File: config.mk
export PLATFORM = sky130hd
export DESIGN_NAME = mem_stage_ctrl
export DESIGN_NICKNAME = d
export VERILOG_FILES = /design/src/rtl/mem_stage_pkg.sv /design/src/rtl/mem_stage_ctrl_mem_wb_reg.sv /design/src/rtl/mem_stage_ctrl.sv
export SDC_FILE = /design/constraint.sdc
export NUM_CORES = 1
export LEC_CHECK = 0
export BUFFER_PORTS_ARGS = -buffer_cell sky130_fd_sc_hd__buf_2
export CAP_MARGIN = 0
export CELL_PAD_IN_SITES_DETAIL_PLACEMENT = 1
export CELL_PAD_IN_SITES_GLOBAL_PLACEMENT = 1
export CORE_AREA = 2 2 170 172
export DETAILED_ROUTE_END_ITERATION = 10
export DIE_AREA = 0 0 172 174
export MAX_ROUTING_LAYER = met4
export PLACE_DENSITY = 0.8
export SLEW_MARGIN = 0
export SYNTH_ARGS = -nofsm -noshare
export SYNTH_HDL_FRONTEND = slang
export SYNTH_SLANG_ARGS = --single-unit
File: constraint.sdc
create_clock -name clk_i -period 1.5 [get_ports clk_i]
set_input_delay 0.3 -clock clk_i [delete_from_list [all_inputs] [get_ports clk_i]]
set_output_delay 0.3 -clock clk_i [all_outputs]
set_load 0.01 [all_outputs]
File: src/rtl/mem_stage_pkg.sv
// Shared types and defaults for the MEM-stage controller and its MEM/WB register.
package mem_stage_pkg;

    localparam int DW_DEF          = 32;
    localparam int RW_DEF          = 5;
    localparam int TIMEOUT_CYC_DEF = 64;

    typedef enum logic [0:0] {
        IDLE = 1'b0,
        BUSY = 1'b1
    } mem_state_e;

    // Control bits written into MEM/WB while the stage is stalled.
    localparam logic BUBBLE_REGWRITE = 1'b0;
    localparam logic BUBBLE_MEMTOREG = 1'b0;

endpackage

File: src/rtl/mem_stage_ctrl_mem_wb_reg.sv
// MEM/WB pipeline register: loads the retiring instruction, or a bubble while stalled.
module mem_wb_reg
    import mem_stage_pkg::*;
#(
    parameter int DW = DW_DEF,
    parameter int RW = RW_DEF
) (
    input  logic          clk_i,
    input  logic          rst_i,
    input  logic          bubble,
    input  logic          regWriteIn,
    input  logic          memToRegIn,
    input  logic [DW-1:0] readDataIn,
    input  logic [DW-1:0] resultIn,
    input  logic [DW-1:0] pcNewIn,
    input  logic [DW-1:0] instructionIn,
    input  logic [RW-1:0] writeRegIn,
    output logic          regWrite,
    output logic          memToReg,
    output logic [DW-1:0] readData,
    output logic [DW-1:0] result,
    output logic [DW-1:0] pcNew,
    output logic [DW-1:0] instruction,
    output logic [RW-1:0] writeReg
);

    always_ff @(posedge clk_i) begin
        if (rst_i) begin
            regWrite    <= 1'b0;
            memToReg    <= 1'b0;
            readData    <= '0;
            result      <= '0;
            pcNew       <= '0;
            instruction <= '0;
            writeReg    <= '0;
        end else if (bubble) begin
            // Only the control bits are killed; data fields keep their last values.
            regWrite <= BUBBLE_REGWRITE;
            memToReg <= BUBBLE_MEMTOREG;
        end else begin
            regWrite    <= regWriteIn;
            memToReg    <= memToRegIn;
            readData    <= readDataIn;
            result      <= resultIn;
            pcNew       <= pcNewIn;
            instruction <= instructionIn;
            writeReg    <= writeRegIn;
        end
    end

endmodule

File: src/rtl/mem_stage_ctrl.sv
// MEM-stage controller: branch resolve, req/ack data-memory access with stall, MEM/WB load.
// Optional access watchdog with sticky err_o is enabled by defining MEM_TIMEOUT_EN.
module mem_stage_ctrl
    import mem_stage_pkg::*;
#(
    parameter int DW          = DW_DEF,
    parameter int RW          = RW_DEF,
    parameter int TIMEOUT_CYC = TIMEOUT_CYC_DEF
) (
    input  logic          clk_i,
    input  logic          rst_i,
    input  logic          ex_mem_regwrite_i,
    input  logic          ex_mem_memread_i,
    input  logic          ex_mem_memwrite_i,
    input  logic          ex_mem_memtoreg_i,
    input  logic          ex_mem_branch_i,
    input  logic          ex_mem_zero_i,
    input  logic [DW-1:0] ex_mem_branch_addr_i,
    input  logic [DW-1:0] ex_mem_result_i,
    input  logic [DW-1:0] ex_mem_reg_out2_i,
    input  logic [RW-1:0] ex_mem_writereg_i,
    input  logic [DW-1:0] ex_mem_pc_new_i,
    input  logic [DW-1:0] ex_mem_instruction_i,
    output logic          dmem_req_o,
    output logic          dmem_we_o,
    output logic [DW-1:0] dmem_addr_o,
    output logic [DW-1:0] dmem_wdata_o,
    input  logic [DW-1:0] dmem_rdata_i,
    input  logic          dmem_ack_i,
    output logic          stall_o,
    output logic          pcsrc_o,
    output logic [DW-1:0] branch_target_o,
    output logic          mem_wb_regwrite_o,
    output logic          mem_wb_memtoreg_o,
    output logic [DW-1:0] mem_wb_read_data_o,
    output logic [DW-1:0] mem_wb_result_o,
    output logic [DW-1:0] mem_wb_pc_new_o,
    output logic [DW-1:0] mem_wb_instruction_o,
    output logic [RW-1:0] mem_wb_writereg_o,
    output logic          err_o
);

    mem_state_e stateQ;
    logic       accessReq;
    logic       isRead;
    logic       ackHit;
    logic       timeoutHit;
    logic       accessDone;
    logic [DW-1:0] readDataNext;

    assign accessReq  = ex_mem_memread_i | ex_mem_memwrite_i;
    assign isRead     = ex_mem_memread_i & ~ex_mem_memwrite_i;
    assign ackHit     = (stateQ == BUSY) & dmem_ack_i;
    assign accessDone = ackHit | timeoutHit;

    // Low in the completion cycle so EX/MEM advances and MEM/WB loads on the same edge.
    assign stall_o = ((stateQ == IDLE) & accessReq) | ((stateQ == BUSY) & ~accessDone);

    assign pcsrc_o         = ex_mem_branch_i & ex_mem_zero_i;
    assign branch_target_o = ex_mem_branch_addr_i;

    assign readDataNext = (ackHit & isRead) ? dmem_rdata_i : '0;

    always_ff @(posedge clk_i) begin
        if (rst_i) begin
            stateQ       <= IDLE;
            dmem_req_o   <= 1'b0;
            dmem_we_o    <= 1'b0;
            dmem_addr_o  <= '0;
            dmem_wdata_o <= '0;
        end else begin
            case (stateQ)
                IDLE: begin
                    if (accessReq) begin
                        dmem_req_o   <= 1'b1;
                        dmem_we_o    <= ex_mem_memwrite_i;
                        dmem_addr_o  <= ex_mem_result_i;
                        dmem_wdata_o <= ex_mem_reg_out2_i;
                        stateQ       <= BUSY;
                    end
                end
                BUSY: begin
                    if (accessDone) begin
                        dmem_req_o <= 1'b0;
                        stateQ     <= IDLE;
                    end
                end
                default: stateQ <= IDLE;
            endcase
        end
    end

`ifdef MEM_TIMEOUT_EN
    localparam logic [7:0] TMO_LAST = 8'(TIMEOUT_CYC - 1);

    logic [7:0] tmoCnt;
    logic       errQ;

    assign timeoutHit = (stateQ == BUSY) & ~dmem_ack_i & (tmoCnt == TMO_LAST);
    assign err_o      = errQ;

    // Held at zero while idle, so it starts from zero on every entry to BUSY.
    always_ff @(posedge clk_i) begin
        if (rst_i) begin
            tmoCnt <= '0;
            errQ   <= 1'b0;
        end else begin
            if (stateQ == IDLE) begin
                tmoCnt <= '0;
            end else if (~dmem_ack_i) begin
                tmoCnt <= tmoCnt + 8'd1;
            end
            if (timeoutHit) begin
                errQ <= 1'b1;
            end
        end
    end
`else
    assign timeoutHit = 1'b0;
    assign err_o      = 1'b0;
`endif

    mem_wb_reg #(
        .DW(DW),
        .RW(RW)
    ) u_mem_wb_reg (
        .clk_i        (clk_i),
        .rst_i        (rst_i),
        .bubble       (stall_o),
        .regWriteIn   (ex_mem_regwrite_i),
        .memToRegIn   (ex_mem_memtoreg_i),
        .readDataIn   (readDataNext),
        .resultIn     (ex_mem_result_i),
        .pcNewIn      (ex_mem_pc_new_i),
        .instructionIn(ex_mem_instruction_i),
        .writeRegIn   (ex_mem_writereg_i),
        .regWrite     (mem_wb_regwrite_o),
        .memToReg     (mem_wb_memtoreg_o),
        .readData     (mem_wb_read_data_o),
        .result       (mem_wb_result_o),
        .pcNew        (mem_wb_pc_new_o),
        .instruction  (mem_wb_instruction_o),
        .writeReg     (mem_wb_writereg_o)
    );

endmodule
; ---- After elaboration in Yosys (flattened, before gate mapping)
; Index checks and enable logic that the tools add are counted.
[classes]
bitwise_logic = 11
n_lt_le_gt_ge = 0
n_mux = 7
n_eq_ne = 2
multipliers = 0
reduce_logical = 3
shifts = 0
div_mod_pow = 0
add_sub_neg = 0
[op_table]
columns = cell, n
row1 = $mux 32, 1
row2 = $and 1x1->1, 6
row3 = $mux 1, 4
row4 = $pmux 1 s2, 2
row5 = $reduce_and 2->1, 2
row6 = $not 1->1, 3
row7 = $ne 2x1->1 const B, 1
row8 = $ne 2x2->1 const B, 1
row9 = $or 1x1->1, 2
row10 = $reduce_or 2->1, 1
[word_totals]
word_cells = 35
mem_bits_rw = 0
rom_bits = 0
register_bits = 202
n_memories = 0
latch_bits = 0
output_inout_bits = 236
inputBits = 206

; ---- Depth between registers and ports, before layout
; Gate-level depths: netlist (run 1).
[logic_depth]
word_depth = 5
ltp_mapped = 6
ltp_nobuf = 3

; ---- Hierarchy
; Synthesis (run 1) repeated with hierarchy kept, for this count alone.
[unflattened]
hier_cells = 795
area_unflattened_um2 = 7591.0
[modules_own_cells]
columns = mod, seq_area_each_um2, n_inst, cells_each, area_each_um2
row1 = mem_wb_reg, 2702.6, 1, 433, 4748.3
row2 = mem_stage_ctrl, 1341.3, 1, 362, 2842.7

; ---- Least setup slack after synthesis (run 1)
; Ideal clock, no wire load.
[synth_path]
path_kind = register to register
start = register stateQ
end = register u_mem_wb_reg.instruction[0]
slack_ps = 56
path_stages_with_launch = 7
required_time_ps = 1383
synth_period_minus_slack_ps = 1444
arrival_time_ps = 1327
setup_ps = 117
n_path_buf = 3
cell_sequence = dfxtp_1 > buf_2 > nor3_1 > nor2_2 > buf_2 > buf_2 > a22o_1
[synth_between]
elab_chain_len = 4
elab_cells_between_ends = 6
classes_between = bitwise: 6
[synth_rtl]
columns = item, line_no
row1 = start: declaration, mem_stage_ctrl.sv:43  ; mem_state_e stateQ;
row2 = start signal: assignment, mem_stage_ctrl.sv:66  ; stateQ <= IDLE;
row3 = start signal: assignment, mem_stage_ctrl.sv:79  ; stateQ <= BUSY;
row4 = start signal: assignment, mem_stage_ctrl.sv:85  ; stateQ <= IDLE;
row5 = $and 1x1->1, mem_stage_ctrl.sv:53  ; assign ackHit = (stateQ == BUSY) & dmem_ack_i;
row6 = $not 1->1, mem_stage_ctrl.sv:57  ; assign stall_o = ((stateQ == IDLE) & accessReq) | ((stateQ == BUSY) & ~accessDone);
row7 = $and 1x1->1, mem_stage_ctrl.sv:57
row8 = $or 1x1->1 *, mem_stage_ctrl.sv:57
row9 = end signal: assignment, mem_stage_ctrl_mem_wb_reg.sv:46  ; instruction <= instructionIn;
row10 = end: declaration, mem_stage_ctrl_mem_wb_reg.sv:23  ; output logic [DW-1:0] instruction,
; Mark *: on every way between the ends. The rest lies on a longest branch, timed or not.
; A chain may end at the register's enable or synchronous reset.

; ---- Worst setup path in the final report (run 1)
[layout_path]
start = register stateQ
end = output stall_o
[layout_between]
elab_chain_len = 4
elab_cells_between_ends = 6
classes_between = bitwise: 6
[layout_rtl]
columns = item, line_no
row1 = $and 1x1->1, mem_stage_ctrl.sv:53
row2 = $not 1->1, mem_stage_ctrl.sv:57
row3 = $and 1x1->1, mem_stage_ctrl.sv:57
row4 = $or 1x1->1 *, mem_stage_ctrl.sv:57
row5 = end: declaration, mem_stage_ctrl.sv:30  ; output logic stall_o,
; Marks and branches as above.

==> results.json, run 1 <==
{
  "status": "finished with violations",
  "violations": "negative setup slack",
  "area_growth_pct": 72.0,
  "power_frac_clock_pct": 39.6,
  "peakVddDrop_uv": 836,
  "dp.final_hpwl_mm": 17.6,
  "overflow": 0,
  "power_switching_mw": 3.53,
  "start_util_pct": 23.5,
  "worstPathCellList": "buf_6 -> a21oi_4 -> buf_6",
  "synth_cell_types": 23,
  "critPathRequiredTime_ps": 1200,
  "cts_tree": "yes",
  "die_w_um": 172,
  "synth_top_area_share_pct": 60.9,
  "postRouteAntennaNets": 0,
  "grt_util_met3_pct": 5.17,
  "dieHeight_um": 174,
  "vias": 6929,
  "hold_path_class": "in2reg",
  "grt_pass1_wl_mm": 40.9,
  "synthCells": 630,
  "grt_pass1_vias": 7169,
  "viasPerCell": 4.63,
  "ys_seq_elements": 202,
  "grt_use_met1_pct": 19.5,
  "fin_cells": 1497,
  "synthesis.nets": 836,
  "seq_power_share_pct": 43.2,
  "track_usage_pct": 18.0,
  "critPathLaunchType": "flop",
  "ios": 442,
  "htreeDepth": 1,
  "critPathArrivalTime_ps": 1280,
  "wl_per_cell_um": 21.2,
  "insertion_delay_ps": 510,
  "synth_area_leader_cell": "dfxtp_1",
  "drc": 0,
  "place.gp.congestion": 0.767,
  "drive_above_1_share_pct": 45.3,
  "critPathKind": "reg2out",
  "clockBufferDepth": 3,
  "setup_viol": 50,
  "cap_violations": 0,
  "rsz0062_at_grt": "true",
  "finalHoldViolCount": 0,
  "finalCriticalPeriod_ps": 1580,
  "clockRootBuffer": "clkbuf_16",
  "switching_share_pct": 25.9,
  "slowest_stage": "dfxtp_4",
  "final_core_util_pct": 40.5,
  "synth_simple_gate_area_share_pct": 8.23,
  "fin_crit_sh_pct": 105,
  "dieArea_um2": 29900,
  "crit_fanout": 5,
  "synthMuxAreaShare_pct": 0,
  "synth_fa_ha_area_share_pct": 0,
  "use_met2_pct": 31.2,
  "place.port_buffers": 376,
  "dr.pass1.iters": 4,
  "ys_warn_count": 0,
  "p_int_mw": 10.1,
  "powerDensity_nw_per_um2": 1190,
  "synthTopCellsByArea": "dfxtp_1, a22o_1, nand2_1",
  "dp_cells": 1332,
  "grt_max_degree": 60,
  "skew_ps": 9.01,
  "finalNetCount": 1302,
  "synth_xor_area_share_pct": 0,
  "drt-initial-drc-count": 247,
  "synthesis.area_um2": 6640,
  "cpMostUsedCell": "buf_6",
  "antenna_found_initial": 4,
  "top_usage_layer": "met2",
  "row_count": 62,
  "p_leak_nw": 5.49,
  "end_kind": "primary output",
  "setup_ws_ps": -76.6,
  "pwr-share-comb_pct": 17.2,
  "fp.coreArea_um2": 28200,
  "synth_top_family_by_area": "compound AO/OA/AOI/OAI gates",
  "clkTransAtPathRegs_ps": 60,
  "max_stage_delay_ps": 370,
  "fmax_mhz": 634,
  "final_max_slew_viol_count": 0,
  "synth.yosys.seq_area_share_pct": 60.9,
  "synth_compound_area_share_pct": 23.1,
  "numCtsBuffers": 22,
  "drt_wl_total_mm": 31.7,
  "clock-sinks": 202,
  "syn_avg_cell_area_um2": 10.5
}
[per-stage QoR]
stage	setup TNS, ps	hold WS, ps	power (mW)	instance area, µm²	setup slack [ps]
after CTS	-3610	0.761	13.3	10600	-150
after global placement	-11920	439	7.54	8800	-155
after detailed placement	-14510	446	7.59	8800	-182
final	-804	19.2	13.6	11400	-76.6
after floorplan	0	422	6.80	6640	55.8
after global routing	-7540	2.73	14.2	11400	-128
[registers in the layout, indices dropped and copies added, names as in the netlist]
name	count
u_mem_wb_reg.writeReg	5
dmem_addr_o	32
dmem_req_o	1
u_mem_wb_reg.readData	32
u_mem_wb_reg.pcNew	32
u_mem_wb_reg.instruction	32
u_mem_wb_reg.result	32
stateQ	1
dmem_wdata_o	32
u_mem_wb_reg.regWrite	1
u_mem_wb_reg.memToReg	1
dmem_we_o	1
[cells in the final DEF (no fill, tap or decap), drive strengths merged]
cell type    synthesis  routed
a21o                 1       1
a21oi               67      67
a22o               133     133
and2                 3       3
buf                 64     418
bufinv               0       1
clkbuf              19      55
clkinv               0       2
conb                 1       1
dfxtp              202     202
diode                0       4
dlygate4sd3          0      86
inv                  1       1
nand2              129     129
nand2b               1       1
nor2                 3       3
nor3                 1       1
nor4                 1       1
o21ai                1       1
o21ba                1       1
o21bai               1       1
or3                  1       1
[final timing paths]
check,startpoint,to,slack [ps],cells past startpoint
setup / recovery,stateQ$_SDFF_PP0_,stall_o,-80,3
hold / removal,ex_mem_instruction_i[13],u_mem_wb_reg.instruction[13]$_SDFFE_PP0N_,20,2
setup reg to reg,stateQ$_SDFF_PP0_,u_mem_wb_reg.instruction[29]$_SDFFE_PP0N_,-50,7
hold reg to reg,dmem_addr_o[15]$_SDFFE_PP0P_,dmem_addr_o[15]$_SDFFE_PP0P_,450,2
[cell type report]
type / instances / area (µm²)
diodes: 4 / 10.0
clock buffers: 34 / 667
clock inverters: 3 / 40.0
fillers: 3264 / 16800
inverters: 1 / 3.75
multi-input cells: 344 / 2230
flip-flops and latches: 202 / 4050
well taps: 384 / 480
repair buffers: 525 / 3950
[layer usage]
layer	vias to the layer above	part of all wire [%]	wire (µm)
li1	3131	-	-
met4	0	3.2	1020
met5	-	0	0
met1	3397	38	12100
met3	74	8.0	2530
met2	327	51	16100
[synth_stat cells]
cell      instances
dfxtp_1         202
a22o_1          133
nand2_1         129
a21oi_1          66
buf_4            34
clkbuf_1         19
buf_2            13
buf_1            10
buf_6             7
and2_1            3
nor2_1            2
a21o_1            1
a21oi_2           1
conb_1            1
inv_2             1
nand2b_1          1
nor2_2            1
nor3_1            1
nor4_2            1
o21ai_0           1
o21ba_2           1
o21bai_1          1
or3_1             1
[power groups by stage]
stage | logic, mW | clock network [mW] | registers (mW)
floorplan | 0.669 | 0 | 6.13
global placement | 1.56 | 0 | 5.98
detailed placement | 1.60 | 0 | 5.99
CTS | 1.90 | 5.50 | 5.88
global route | 2.51 | 5.78 | 5.93
finish | 2.35 | 5.40 | 5.89
[cells by family (layout without fill, tap and decap cells)]
logic type / after synthesis / count (layout)
AO/OA/AOI/OAI: 204 / 204
flip-flops: 202 / 202
AND/OR/NAND/NOR: 139 / 139
buffers and inverters: 84 / 563
other: 1 / 5
[timing repair]
action | CTS | global route
setup endpoints to repair | 107 | 123
cloned | 4 | 26
hold buffers | 83 | 3
setup buffers | 4 | 6
endpoints found under the hold margin | 83 | 3
resized for setup | 15 | 53
pin swaps | 3 | 105
[critical path, delay by kind of cell (launching register included)]
family,cells,cell delay (ps)
buffers and inverters,2,250
AO/OA/AOI/OAI,1,160
flip-flops,1,370
(Power assumes the default switching activity.)
==> run 2, diff against run 1 <==
- CORE_AREA: 2 2 170 172 -> 3 3 171 173
- DIE_AREA: 0 0 172 174 -> 0 0 174 176
- PLACE_DENSITY: 0.8 -> 0.77
- clock period: 1.5 -> 2 ns (I/O delays scaled with it)
==> run 2 against run 1 <==
  * Sequential power shrank 25%
  * The run now ends clean
  * Flip-flop and latch count is the same
  * Hold slack gained 76 ps
  * Clock skew down 3.7 ps
  * Die area increased by 2.3%
  * Total power shrank 26%
  * Count of clock-buffer cells in the layout is 1 higher
  * Via count fell by 13%
  * Highest routed layer unchanged
  * Global-route usage shrank 2.8 points
==> results.json, run 2 (same netlist as run 1, synthesis figures left out) <==
{
  "fin_total_pwr_mw": 10.1,
  "worstPathCellList": "nor3_2 -> a21oi_1 -> buf_2",
  "clock-sinks": 202,
  "numCtsBuffers": 24,
  "status": "finished clean",
  "drc": 0,
  "critPathRequiredTime_ps": 1600,
  "vias": 6022,
  "max_stage_delay_ps": 390,
  "rsz0062_at_grt": "false",
  "postRouteAntennaNets": 0,
  "drt_wl_total_mm": 23.9,
  "grt_pass1_vias": 6451,
  "finalHoldViolCount": 0,
  "pre_cts_slack_ps": 145,
  "dr.pass1.iters": 4,
  "grt_max_degree": 135,
  "crit_fanout": 9,
  "dp_cells": 1314,
  "r2r_slack_ps": 330,
  "final_max_slew_viol_count": 0,
  "overflow": 0,
  "insertion_delay_ps": 500,
  "dieArea_um2": 30600,
  "die_w_um": 174,
  "holdWs_ps": 95.7,
  "ios": 442,
  "track_usage_pct": 15.2,
  "whs_endpoint": "u_mem_wb_reg.regWrite$_SDFF_PP0_",
  "clockBufferDepth": 3,
  "cap_violations": 0,
  "tightest_slew_ps": 703,
  "critPathLaunchType": "flop",
  "final_core_util_pct": 34.4,
  "dieHeight_um": 176,
  "nFillCells": 3335,
  "critPathKind": "reg2out",
  "finalCriticalPeriod_ps": 1840,
  "rr_endpoint": "u_mem_wb_reg.instruction[15]$_SDFFE_PP0N_",
  "wl_per_cell_um": 17.6,
  "powerDensity_nw_per_um2": 1060,
  "multiInputGateArea_um2": 2120,
  "place_area_um2": 8700,
  "cts_setup_buffers": 0,
  "viasPerCell": 4.43,
  "tns_ps": 0,
  "hold_path_class": "in2reg",
  "p_leak_nw": 4.70,
  "final_cell_area_um2": 9540,
  "skew_ps": 5.35,
  "clockRootBuffer": "clkbuf_16",
  "drt-initial-drc-count": 213,
  "clkTransAtPathRegs_ps": 60,
  "setup_ws_ps": 164,
  "slowest_stage": "dfxtp_1",
  "place.port_buffers": 376,
  "hold_depth": 2,
  "layout_common_cells": "buf_2, dfxtp_1, a22o_1",
  "slew_headroom_pct": 53.1,
  "finalNetCount": 1168,
  "timing.rr.start": "stateQ$_SDFF_PP0_",
  "htreeDepth": 1,
  "layout_commonest_cell": "buf_2",
  "antenna_found_initial": 3,
  "dp.final_hpwl_mm": 17.3,
  "fmax_mhz": 545,
  "setup_viol": 0,
  "drive_above_1_share_pct": 44.2,
  "layout.area.seq_um2": 4040,
  "grt_pass1_wl_mm": 36.6,
  "fp.coreArea_um2": 27800,
  "cts_tree": "yes",
  "start_util_pct": 23.9,
  "critPathArrivalTime_ps": 1440,
  "fin_crit_sh_pct": 91.8,
  "reg2reg_depth": 4,
  "cts_resized": 1,
  "peakVddDrop_uv": 453,
  "place.gp.congestion": 0.731,
  "fin_cells": 1360,
  "end_kind": "primary output",
  "cts_hold_buf": 0,
  "row_count": 61,
  "area_growth_pct": 43.7,
  "hold_path.startpoint": "ex_mem_regwrite_i"
}
-- run 2: cell types whose count changed in the layout (fill, tap and decap cells not counted), sizes merged --
| cell | before | now |
|---|---|---|
| bufinv | 1 | 3 |
| dlygate4sd3 | 86 | 0 |
| buf | 418 | 389 |
| clkinvlp | 0 | 1 |
| diode | 4 | 3 |
| inv | 1 | 2 |
| clkbuf | 55 | 35 |
| clkinv | 2 | 3 |
-- run 2: final cells by class --
| type | count | share of cell area, % |
|---|---|---|
| inverter | 1 | 0.0393 |
| sequential | 202 | 42.4 |
| multi-input combinational | 344 | 22.2 |
| clock buffer | 35 | 7.37 |
| tap | 378 | 4.96 |
| antenna | 3 | 0.0787 |
| clock inverter | 8 | 1.30 |
| timing repair buffer | 389 | 21.7 |
-- run 2: how the worst max path moves through the flow --
stage                                 start                                        end  slack, ps
after CTS                 stateQ$_SDFF_PP0_                                    stall_o        110
after detailed placement  ex_mem_memwrite_i  u_mem_wb_reg.instruction[15]$_SDFFE_PP0N_        140
after global routing      stateQ$_SDFF_PP0_                                    stall_o         30
after global placement    ex_mem_memwrite_i       u_mem_wb_reg.result[22]$_SDFFE_PP0N_        200
after floorplan           stateQ$_SDFF_PP0_   u_mem_wb_reg.instruction[0]$_SDFFE_PP0N_        560
final                     stateQ$_SDFF_PP0_                                    stall_o        160
-- run 2: routing by layer --
metal  wire (µm)  share of wire (%)  track usage [%]  vias up
met5           0                  0                -        -
met4         518                2.2             3.92        0
met3        1900                8.0             4.92       49
met2       11800                 50             26.8      257
met1        9630                 40             16.7     2872
li1            -                  -                -     2844
-- run 2: critical path, delay by kind of cell, from the launching register on --
kind,cells,cell delay (ps)
DFF,1,390
AOI/OAI and AO/OA,1,80
and+or+nand+nor,1,300
buffers and inverters,1,170
-- run 2: report_power, final --
group	switching, mW	total (mW)	internal, mW
clock network	1.70	4.53	2.83
logic	0.657	1.17	0.509
registers	0.127	4.40	4.28
==> run 3, diff against run 2 <==
- PLACE_DENSITY: 0.77 -> 0.76
- REMOVE_ABC_BUFFERS: default -> 1
==> run 3 against run 2 <==
  * Design area fell by 0.59%
  * Combinational power barely moved
  * Highest routed layer unchanged
  * Worst setup slack got worse by 75 ps
  * Total power fell by 3.4%
  * Flip-flop and latch count did not move
  * Die area did not move
  * Largest cell class unchanged
  * Count of clock-buffer cells in the layout rose by 2
==> results.json, run 3 (same netlist as run 1, synthesis figures left out) <==
{
  "drc": 0,
  "grt_pass1_wl_mm": 36.5,
  "grt_max_degree": 86,
  "fmax_mhz": 523,
  "overflow": 0,
  "die_w_um": 174,
  "setup_ws_ps": 89.6,
  "clockBufferDepth": 3,
  "clkTransAtPathRegs_ps": 60,
  "fin_total_pwr_mw": 9.76,
  "drt-initial-drc-count": 244,
  "antenna_found_initial": 1,
  "hold_depth": 2,
  "dr.pass1.iters": 4,
  "dieArea_um2": 30600,
  "viasPerCell": 4.45,
  "peakVddDrop_uv": 645,
  "cts_resized": 0,
  "cts_tree": "yes",
  "clockRootBuffer": "clkbuf_16",
  "finalNetCount": 1169,
  "wl_per_cell_um": 17.9,
  "critPathArrivalTime_ps": 1510,
  "place.port_buffers": 376,
  "finalCriticalPeriod_ps": 1910,
  "hold_path_class": "in2reg",
  "setup_viol": 0,
  "drive_above_1_share_pct": 44.2,
  "tightest_slew_ps": 594,
  "cap_violations": 0,
  "end_kind": "primary output",
  "crit_fanout": 9,
  "cts_setup_buffers": 0,
  "final_max_slew_viol_count": 0,
  "rsz0062_at_grt": "false",
  "clock-sinks": 202,
  "worstPathCellList": "nor3_1 -> a21oi_1 -> buf_2",
  "insertion_delay_ps": 490,
  "dieHeight_um": 176,
  "reg2reg_depth": 4,
  "tns_ps": 0,
  "r2r_slack_ps": 360,
  "vias": 6047,
  "slowest_stage": "nor3_1",
  "cts_hold_buf": 0,
  "row_count": 61,
  "area_growth_pct": 42.9,
  "hold_path.startpoint": "ex_mem_regwrite_i",
  "place.gp.congestion": 0.747,
  "drt_wl_total_mm": 24.4,
  "start_util_pct": 23.9,
  "p_leak_nw": 4.68,
  "postRouteAntennaNets": 0,
  "numCtsBuffers": 23,
  "timing.rr.start": "stateQ$_SDFF_PP0_",
  "whs_endpoint": "u_mem_wb_reg.regWrite$_SDFF_PP0_",
  "htreeDepth": 1,
  "status": "finished clean",
  "critPathRequiredTime_ps": 1600,
  "slew_headroom_pct": 60.4,
  "layout_common_cells": "buf_2, dfxtp_1, a22o_1",
  "critPathLaunchType": "flop",
  "ios": 442,
  "fp.coreArea_um2": 27800,
  "critPathKind": "reg2out",
  "grt_pass1_vias": 6304,
  "layout_commonest_cell": "buf_2",
  "powerDensity_nw_per_um2": 1030,
  "skew_ps": 5.62,
  "finalHoldViolCount": 0,
  "fin_crit_sh_pct": 95.5,
  "track_usage_pct": 15.3,
  "dp.final_hpwl_mm": 17.5,
  "rr_endpoint": "u_mem_wb_reg.result[18]$_SDFFE_PP0N_",
  "pre_cts_slack_ps": 190,
  "max_stage_delay_ps": 390
}
==> run 3: cell type report <==
type                            instances  area [µm²]
Inverter                                1        3.75
Clock inverter                          4        47.5
Fill cell                            3318       18300
Sequential cell                       202        4040
Clock buffer                           37         718
Multi-Input combinational cell        344        2120
Timing Repair Buffer                  391        2080
Tap cell                              378         473
Antenna cell                            1        2.50
==> run 3: power by group <==
part	switching (mW)	internal (mW)	total, mW
clock	1.63	2.57	4.20
sequential	0.130	4.28	4.41
combinational	0.648	0.506	1.15
==> run 3: worst max path at each step <==
stage,cells past startpoint,from,slack (ps),to
6_report,3,stateQ$_SDFF_PP0_,90,stall_o
5_1_grt,3,stateQ$_SDFF_PP0_,20,stall_o
4_1_cts,3,stateQ$_SDFF_PP0_,40,stall_o
3_5_place_dp,5,ex_mem_memwrite_i,190,u_mem_wb_reg.result[29]$_SDFFE_PP0N_
3_3_place_gp,5,ex_mem_memwrite_i,200,u_mem_wb_reg.writeReg[4]$_SDFFE_PP0N_
2_1_floorplan,3,dmem_ack_i,-1580,u_mem_wb_reg.instruction[0]$_SDFFE_PP0N_
==> run 3: critical path, delay by kind of cell (launching register included) <==
kind,cells,cell delay (ps)
AO/OA/AOI/OAI,1,80
buffers and inverters,1,160
flip-flops,1,380
AND/OR/NAND/NOR,1,390
==> run 3: metrics by stage <==
stage                     hold slack [ps]  std cells  area (µm²)  util, %
final                                 112       1358        9490     34.2
after global routing                 89.8       1358        9490     34.2
after CTS                            74.1       1357        9490     34.1
after detailed placement              444       1316        8720     31.4
after global placement                439       1316        8720     31.4
after floorplan                       469        547        6130        -
==> run 3: per-layer routing <==
metal | track usage (%) | part of all wire [%] | up-vias
li1 | - | - | 2846
met1 | 17.9 | 41 | 2858
met2 | 24.4 | 46 | 307
met3 | 6.73 | 11 | 36
met4 | 3.28 | 1.7 | 0
met5 | - | 0 | -
